[src/rtl/checkbit_monitor_pkg.sv]
// Shared types for the checkpoint-bus monitor: FSM states and verdict reason codes.
package checkbit_monitor_pkg;

   typedef enum logic [1:0] {
      IDLE,
      ARMED,
      RUNNING,
      DONE
   } state_e;

   localparam logic [1:0] REASON_NONE    = 2'd0;
   localparam logic [1:0] REASON_FAIL    = 2'd1;
   localparam logic [1:0] REASON_TIMEOUT = 2'd2;
   localparam logic [1:0] REASON_SEQ     = 2'd3;

endpackage

[src/rtl/checkbit_monitor_if.sv]
// Control/status bundle between the checkpoint monitor and whatever arms and reads it.
interface checkbit_monitor_if #(
   parameter int WIDTH          = 16,
   parameter int TIMEOUT_CYCLES = 30000
);
   localparam int EW = $clog2(TIMEOUT_CYCLES + 1);

   logic             arm;
   logic [WIDTH-1:0] checkbits;
   logic             code_valid;
   logic [WIDTH-1:0] code;
   logic             started;
   logic             done;
   logic             passed;
   logic [1:0]       reason;
   logic [EW-1:0]    elapsed;

   modport master (
      output arm, checkbits,
      input  code_valid, code, started, done, passed, reason, elapsed
   );

   modport slave (
      input  arm, checkbits,
      output code_valid, code, started, done, passed, reason, elapsed
   );
endinterface

[src/rtl/checkbit_monitor_filter.sv]
// Synchronizes and debounces the raw checkpoint bus; pulses code_valid_o once per new stable code.
module checkbit_filter #(
   parameter int WIDTH         = 16,
   parameter int STABLE_CYCLES = 4
) (
   input  logic             clock,
   input  logic             resetb,
   input  logic [WIDTH-1:0] checkbits_i,
   output logic [WIDTH-1:0] code_o,
   output logic             code_valid_o
);
   localparam int             CW      = $clog2(STABLE_CYCLES + 1);
   localparam logic [CW-1:0]  CNT_MAX = CW'(STABLE_CYCLES);

   logic [WIDTH-1:0] sync1_q, sync2_q, cb_q, code_q;
   logic [CW-1:0]    cnt_q;
   logic             code_valid_q;

   always_ff @(posedge clock or negedge resetb) begin
      if (!resetb) begin
         sync1_q      <= '0;
         sync2_q      <= '0;
         cb_q         <= '0;
         cnt_q        <= '0;
         code_q       <= '0;
         code_valid_q <= 1'b0;
      end else begin
         // NOTE: non-blocking so each stage takes the previous stage's old value, keeping all three flops.
         sync1_q <= checkbits_i;
         sync2_q <= sync1_q;
         cb_q    <= sync2_q;

         // A changed sample counts as the first sample of the new value.
         if (sync2_q != cb_q)
            cnt_q <= CW'(1);
         else if (cnt_q != CNT_MAX)
            cnt_q <= cnt_q + 1'b1;

         code_valid_q <= 1'b0;
         if (cnt_q == CNT_MAX && cb_q != code_q) begin
            code_q       <= cb_q;
            code_valid_q <= 1'b1;
         end
      end
   end

   assign code_o       = code_q;
   assign code_valid_o = code_valid_q;
endmodule

[src/rtl/checkbit_monitor.sv]
// Checkpoint-bus monitor: tracks start->pass sequence with a timeout and latches a verdict.
module checkbit_monitor
   import checkbit_monitor_pkg::*;
#(
   parameter int               WIDTH          = 16,
   parameter logic [WIDTH-1:0] START_CODE     = WIDTH'(16'hAB60),
   parameter logic [WIDTH-1:0] PASS_CODE      = WIDTH'(16'hAB61),
   parameter logic [WIDTH-1:0] FAIL_CODE      = WIDTH'(16'hAB6F),
   parameter int               STABLE_CYCLES  = 4,
   parameter int               TIMEOUT_CYCLES = 30000
) (
   input logic               clock,
   input logic               resetb,
   checkbit_monitor_if.slave mon
);
   localparam int            EW   = $clog2(TIMEOUT_CYCLES + 1);
   localparam logic [EW-1:0] LAST = EW'(TIMEOUT_CYCLES - 1);

   logic [WIDTH-1:0] code_w;
   logic             code_valid_w;

   checkbit_filter #(
      .WIDTH        (WIDTH),
      .STABLE_CYCLES(STABLE_CYCLES)
   ) u_filter (
      .clock       (clock),
      .resetb      (resetb),
      .checkbits_i (mon.checkbits),
      .code_o      (code_w),
      .code_valid_o(code_valid_w)
   );

   state_e        state_q;
   logic          started_q, done_q, passed_q;
   logic [1:0]    reason_q;
   logic [EW-1:0] elapsed_q;

   always_ff @(posedge clock or negedge resetb) begin
      if (!resetb) begin
         state_q   <= IDLE;
         started_q <= 1'b0;
         done_q    <= 1'b0;
         passed_q  <= 1'b0;
         reason_q  <= REASON_NONE;
         elapsed_q <= '0;
      end else if (mon.arm) begin
         // Arm outranks a coincident code_valid; that code is dropped for sequencing.
         state_q   <= ARMED;
         started_q <= 1'b0;
         done_q    <= 1'b0;
         passed_q  <= 1'b0;
         reason_q  <= REASON_NONE;
         elapsed_q <= '0;
      end else begin
         case (state_q)
            ARMED, RUNNING: begin
               // elapsed stops at LAST, which is also the timeout point, so it never wraps.
               if (elapsed_q != LAST)
                  elapsed_q <= elapsed_q + 1'b1;

               if (code_valid_w && code_w == FAIL_CODE) begin
                  state_q  <= DONE;
                  done_q   <= 1'b1;
                  reason_q <= REASON_FAIL;
               end else if (code_valid_w && code_w == PASS_CODE) begin
                  state_q  <= DONE;
                  done_q   <= 1'b1;
                  passed_q <= (state_q == RUNNING);
                  reason_q <= (state_q == RUNNING) ? REASON_NONE : REASON_SEQ;
               end else if (state_q == ARMED && code_valid_w && code_w == START_CODE) begin
                  state_q   <= RUNNING;
                  started_q <= 1'b1;
               end else if (elapsed_q == LAST) begin
                  state_q  <= DONE;
                  done_q   <= 1'b1;
                  reason_q <= REASON_TIMEOUT;
               end
            end
            IDLE, DONE: ;
            default: state_q <= IDLE;
         endcase
      end
   end

   assign mon.code       = code_w;
   assign mon.code_valid = code_valid_w;
   assign mon.started    = started_q;
   assign mon.done       = done_q;
   assign mon.passed     = passed_q;
   assign mon.reason     = reason_q;
   assign mon.elapsed    = elapsed_q;
endmodule

[src/flat_wrapper.sv]
// flat-port wrapper written by rule: the top's interface ports become plain ports
module checkbit_monitor_flat import checkbit_monitor_pkg::*;
#(
   parameter int               WIDTH          = 16,
   parameter logic [WIDTH-1:0] START_CODE     = WIDTH'(16'hAB60),
   parameter logic [WIDTH-1:0] PASS_CODE      = WIDTH'(16'hAB61),
   parameter logic [WIDTH-1:0] FAIL_CODE      = WIDTH'(16'hAB6F),
   parameter int               STABLE_CYCLES  = 4,
   parameter int               TIMEOUT_CYCLES = 30000
)
  (clock, resetb, mon_arm, mon_checkbits, mon_code_valid, mon_code, mon_started, mon_done, mon_passed, mon_reason, mon_elapsed);
  checkbit_monitor_if #(.WIDTH(WIDTH), .TIMEOUT_CYCLES(TIMEOUT_CYCLES)) mon_i ();
  input logic clock;
  input logic resetb;
  input wire logic [$bits(mon_i.arm)-1:0] mon_arm;
  input wire logic [$bits(mon_i.checkbits)-1:0] mon_checkbits;
  output wire logic [$bits(mon_i.code_valid)-1:0] mon_code_valid;
  output wire logic [$bits(mon_i.code)-1:0] mon_code;
  output wire logic [$bits(mon_i.started)-1:0] mon_started;
  output wire logic [$bits(mon_i.done)-1:0] mon_done;
  output wire logic [$bits(mon_i.passed)-1:0] mon_passed;
  output wire logic [$bits(mon_i.reason)-1:0] mon_reason;
  output wire logic [$bits(mon_i.elapsed)-1:0] mon_elapsed;
  assign mon_i.arm = mon_arm;
  assign mon_i.checkbits = mon_checkbits;
  assign mon_code_valid = mon_i.code_valid;
  assign mon_code = mon_i.code;
  assign mon_started = mon_i.started;
  assign mon_done = mon_i.done;
  assign mon_passed = mon_i.passed;
  assign mon_reason = mon_i.reason;
  assign mon_elapsed = mon_i.elapsed;
  checkbit_monitor #(.WIDTH(WIDTH), .START_CODE(START_CODE), .PASS_CODE(PASS_CODE), .FAIL_CODE(FAIL_CODE), .STABLE_CYCLES(STABLE_CYCLES), .TIMEOUT_CYCLES(TIMEOUT_CYCLES)) u_core (.clock(clock), .resetb(resetb), .mon(mon_i));
endmodule
[config.mk]
export PLATFORM = sky130hd
export DESIGN_NAME = checkbit_monitor_flat
export DESIGN_NICKNAME = d
export VERILOG_FILES = /design/src/rtl/checkbit_monitor_pkg.sv /design/src/rtl/checkbit_monitor_if.sv /design/src/rtl/checkbit_monitor_filter.sv /design/src/rtl/checkbit_monitor.sv /design/src/flat_wrapper.sv
export SDC_FILE = /design/constraint.sdc
export NUM_CORES = 1
export LEC_CHECK = 0
export ABC_AREA = 1
export CORE_MARGIN = 3
export CORE_UTILIZATION = 59
export DETAILED_ROUTE_END_ITERATION = 7
export PLACE_DENSITY_LB_ADDON = 0.08
export SYNTH_ARGS = -nofsm -noshare
export SYNTH_HDL_FRONTEND = slang
export SYNTH_HIERARCHICAL = 1
export SYNTH_SLANG_ARGS = --single-unit
export TNS_END_PERCENT = 10
[constraint.sdc]
create_clock -name clock -period 3.49 [get_ports clock]
set_clock_uncertainty 0.2 [all_clocks]
set_input_delay 0.5235 -clock clock [delete_from_list [all_inputs] [get_ports clock]]
set_output_delay 0.5235 -clock clock [all_outputs]
set_load 0.02 [all_outputs]
==> results.md <==
* Final net count at 559
* Setup TNS Final at 0 ns
* Post-DP HPWL at 5.64 mm
* Crit path cell chain: clkdlybuf4s50_1
* Pleak at 2.37 nW
* Worst slew pin tran at 1.07 ns
* Max Fanout on Critical Path at 6
* Buf+Inv Stages, Crit Path at 1
* Clk pin slew, worst setup/hold paths at 0.10 ns
* Initial antenna violation count at 0
* Slowest-stage cell, CP: clkdlybuf4s50_1
* WP data required at 2.77 ns
* Post-CTS Hold Buffers at 0
* Clk_lat worst skew at 0.35 ns
* Final Hold Vio Count at 0
* GRT overflow at 0
* Fmax achieved at 0.452 GHz
* Max-slew violation count at 0
* Final setup violation count at 0
* Tightest hold margin at 0.153 ns
* Largest net degree at the start of global routing at 91
* CP Data Arrival Time at 1.49 ns
* # rows at 29
* Final min period at 2.21 ns
* Critical Path Start Type: flip-flop
* Post-DRT Antenna Nets at 0
* Final Instance Area at 4880 sq um
* DRC errors left at 0
* # diodes at 0
* Power Dens Cells at 468 nW/um^2
* Chip Height at 89.2 microns
* Avg Inst Size Synth at 8.60 sq um
* Layout cells sized above 1 at 0.0870
* HP Class: input pin to async pin
* CTS Buf Count at 9
* Starting Density at 0.626
* Mapped cell area at 4090 sq um
* Top cell type by total area after synthesis: dfrtp_1
* Area of placed instances at 4680 sq um
* Syn-to-layout area delta at 19.4%
* CTS tree: built
* Placer Congestion at 0.883
* Area of the die at 7960 sq um
* Yosys warns at 6
* Unique masters post-synth at 28
* # port buffers at 55
* Crit path max-delay family: buffers and inverters
* CP peak stage delay at 0.65 ns
* Clock buffer depth at 2
* Total track usage at 0.220
* Core ar. at 6530 sq um
* First-pass DRT Iterations at 5
* Clk Tree Root Cell: clkbuf_8
* Max cap viols at 0
* Setup CP Type: flip-flop to output port
* Filler cell count in the final layout at 486
* Post-CTS sizing at 0
* # Post-CTS Setup Buffers at 0
* Sequential element share of the synthesized area at 0.551
* Register area at 2250 sq um
* Slew headroom at 0.286
* Routed vias/inst at 5.18
* CTS sink count at 90
* RSZ-0062 raised after global routing: false
* Largest cells by area after synthesis: dfrtp_1, nand2_1, inv_1
* Worst IR Drop VDD at 0.422 mV
* Ports at 56
* Synth Instances at 475
* Die W at 89.2 microns
* Depth of the CTS H-tree at 3
* Mapped Nets at 499
* Multi-input logic area at 1530 sq um
* Routed len/inst at 13.2 microns
* Worst setup EP type: output port
* Iteration-0 DRC Markers at 220
* Vias in the first global route at 2989
* Final period util at 0.634
* Status: complete, no violations
* Final wirelength at 8.12 mm
* FF+latch count, synth at 90
* Top-area cell type share of the netlist area at 0.551
* Vias at 3196
* First-pass GRT wire length at 13.4 mm
## routing by layer
layer / track usage / vias up / share of wire
met3: 0.0562 / 8 / 0.048
met1: 0.302 / 1507 / 0.47
li1: - / 1590 / -
met5: 0 / - / 0
met2: 0.346 / 91 / 0.47
met4: 0.0677 / 0 / 0.0080
## logic make-up (layout without fill, tap and decap cells)
| logic type | after synthesis | in the layout | share of synthesized area |
|---|---|---|---|
| flops | 90 | 90 | 0.551 |
| compound gates | 23 | 23 | 0.0374 |
| simple gates | 267 | 267 | 0.284 |
| fa+ha+maj | 5 | 5 | 0.0153 |
| buf+inv | 72 | 137 | 0.0741 |
| xor+xnor | 18 | 18 | 0.0386 |
## cells in the mapped netlist
cell	instances
a21oi_2	1
or2_2	1
inv_2	7
nand3b_1	1
xor2_1	6
nand4_1	16
o21ai_0	6
nor3_1	4
nand3_1	31
buf_12	1
nand2_2	5
o31ai_1	3
clkbuf_1	2
nand2_1	143
ha_1	5
nand3_2	2
nor2_2	4
xnor2_1	12
o21ai_2	7
a21oi_1	6
buf_2	1
nor2_1	57
dfrtp_1	90
clkinv_1	1
buf_6	2
inv_1	58
nand2_4	2
nand2_8	1
## cell usage in the layout (no fill, tap or decap)
cell type / instances
bufinv_16: 1
o21ai_2: 7
a21oi_2: 1
dfrtp_1: 90
nor2_2: 4
inv_2: 7
nand2_2: 5
clkdlybuf4s50_1: 54
inv_6: 4
buf_4: 1
inv_8: 1
nand2_4: 2
or2_2: 1
xnor2_1: 12
ha_1: 5
a21oi_1: 6
clkinv_1: 1
nor3_1: 4
nand3_1: 31
o31ai_1: 3
clkbuf_8: 9
nand3b_1: 1
nand3_2: 2
nor2_1: 57
xor2_1: 6
inv_1: 58
o21ai_0: 6
nand2_8: 1
clkinv_2: 1
nand2_1: 143
nand4_1: 16
## state kept, by name (all words and copies together) (netlist names)
register	cells
u_core/u_filter/cb_q	16
u_core/u_filter/code_o	16
u_core/u_filter/sync1_q	16
u_core/u_filter/sync2_q	16
u_core/mon.elapsed	15
u_core/u_filter/cnt_q	3
u_core/mon.reason	2
u_core/state_q	2
u_core/mon.done	1
u_core/mon.passed	1
u_core/mon.started	1
u_core/u_filter/code_valid_o	1
## worst paths after layout
check	from	end	slack, ns	cells after the start
min in group clock	u_core/u_filter/sync1_q[10]	u_core/u_filter/sync2_q[10]	0.15	0
max in group asynchronous	resetb	u_core/mon.elapsed[3]	2.26	1
worst min register to register	u_core/u_filter/sync1_q[10]	u_core/u_filter/sync2_q[10]	0.15	0
worst min-delay path	resetb	u_core/u_filter/code_o[9]	0.15	1
worst max register to register	u_core/u_filter/cnt_q[0]	u_core/u_filter/code_o[2]	1.38	7
worst max-delay path	u_core/mon.elapsed[8]	mon_elapsed[8]	1.28	1
## worst register-to-register path, stage by stage (launching register included)
cell	delay, ns
dfrtp_1	0.36
inv_1	0.07
ha_1	0.21
nand2_1	0.14
clkinv_1	0.54
nand2_8	0.38
nand2_1	0.09
nand2_1	0.06
## metrics by stage
stage | power [mW] | setup slack, ns | std cells | util
4_1_cts | 2.30 | 1.28 | 617 | 0.747
3_5_place_dp | 1.56 | 0.981 | 601 | 0.716
6_report | 2.28 | 1.28 | 617 | 0.747
5_1_grt | 2.41 | 1.16 | 617 | 0.747
3_3_place_gp | 1.55 | 1.02 | 601 | 0.716
2_1_floorplan | 1.42 | 1.69 | 475 | -
## area by class of cell
| type | instances | share of cell area |
|---|---|---|
| multi-input cells | 313 | 0.314 |
| flip-flops and latches | 90 | 0.461 |
| clock buffers | 9 | 0.0254 |
| well taps | 77 | 0.0197 |
| clock inverters | 7 | 0.0167 |
| repair buffers | 55 | 0.112 |
| inverters | 66 | 0.0508 |
## power breakdown
group	switching (mW)	internal (mW)	leakage [nW]	total, mW
clock network	0.394	0.345	0.107	0.740
logic	0.251	0.138	1.13	0.389
registers	0.0524	1.10	1.13	1.15
total	0.697	1.59	2.37	2.28
(Power assumes the default switching activity.)
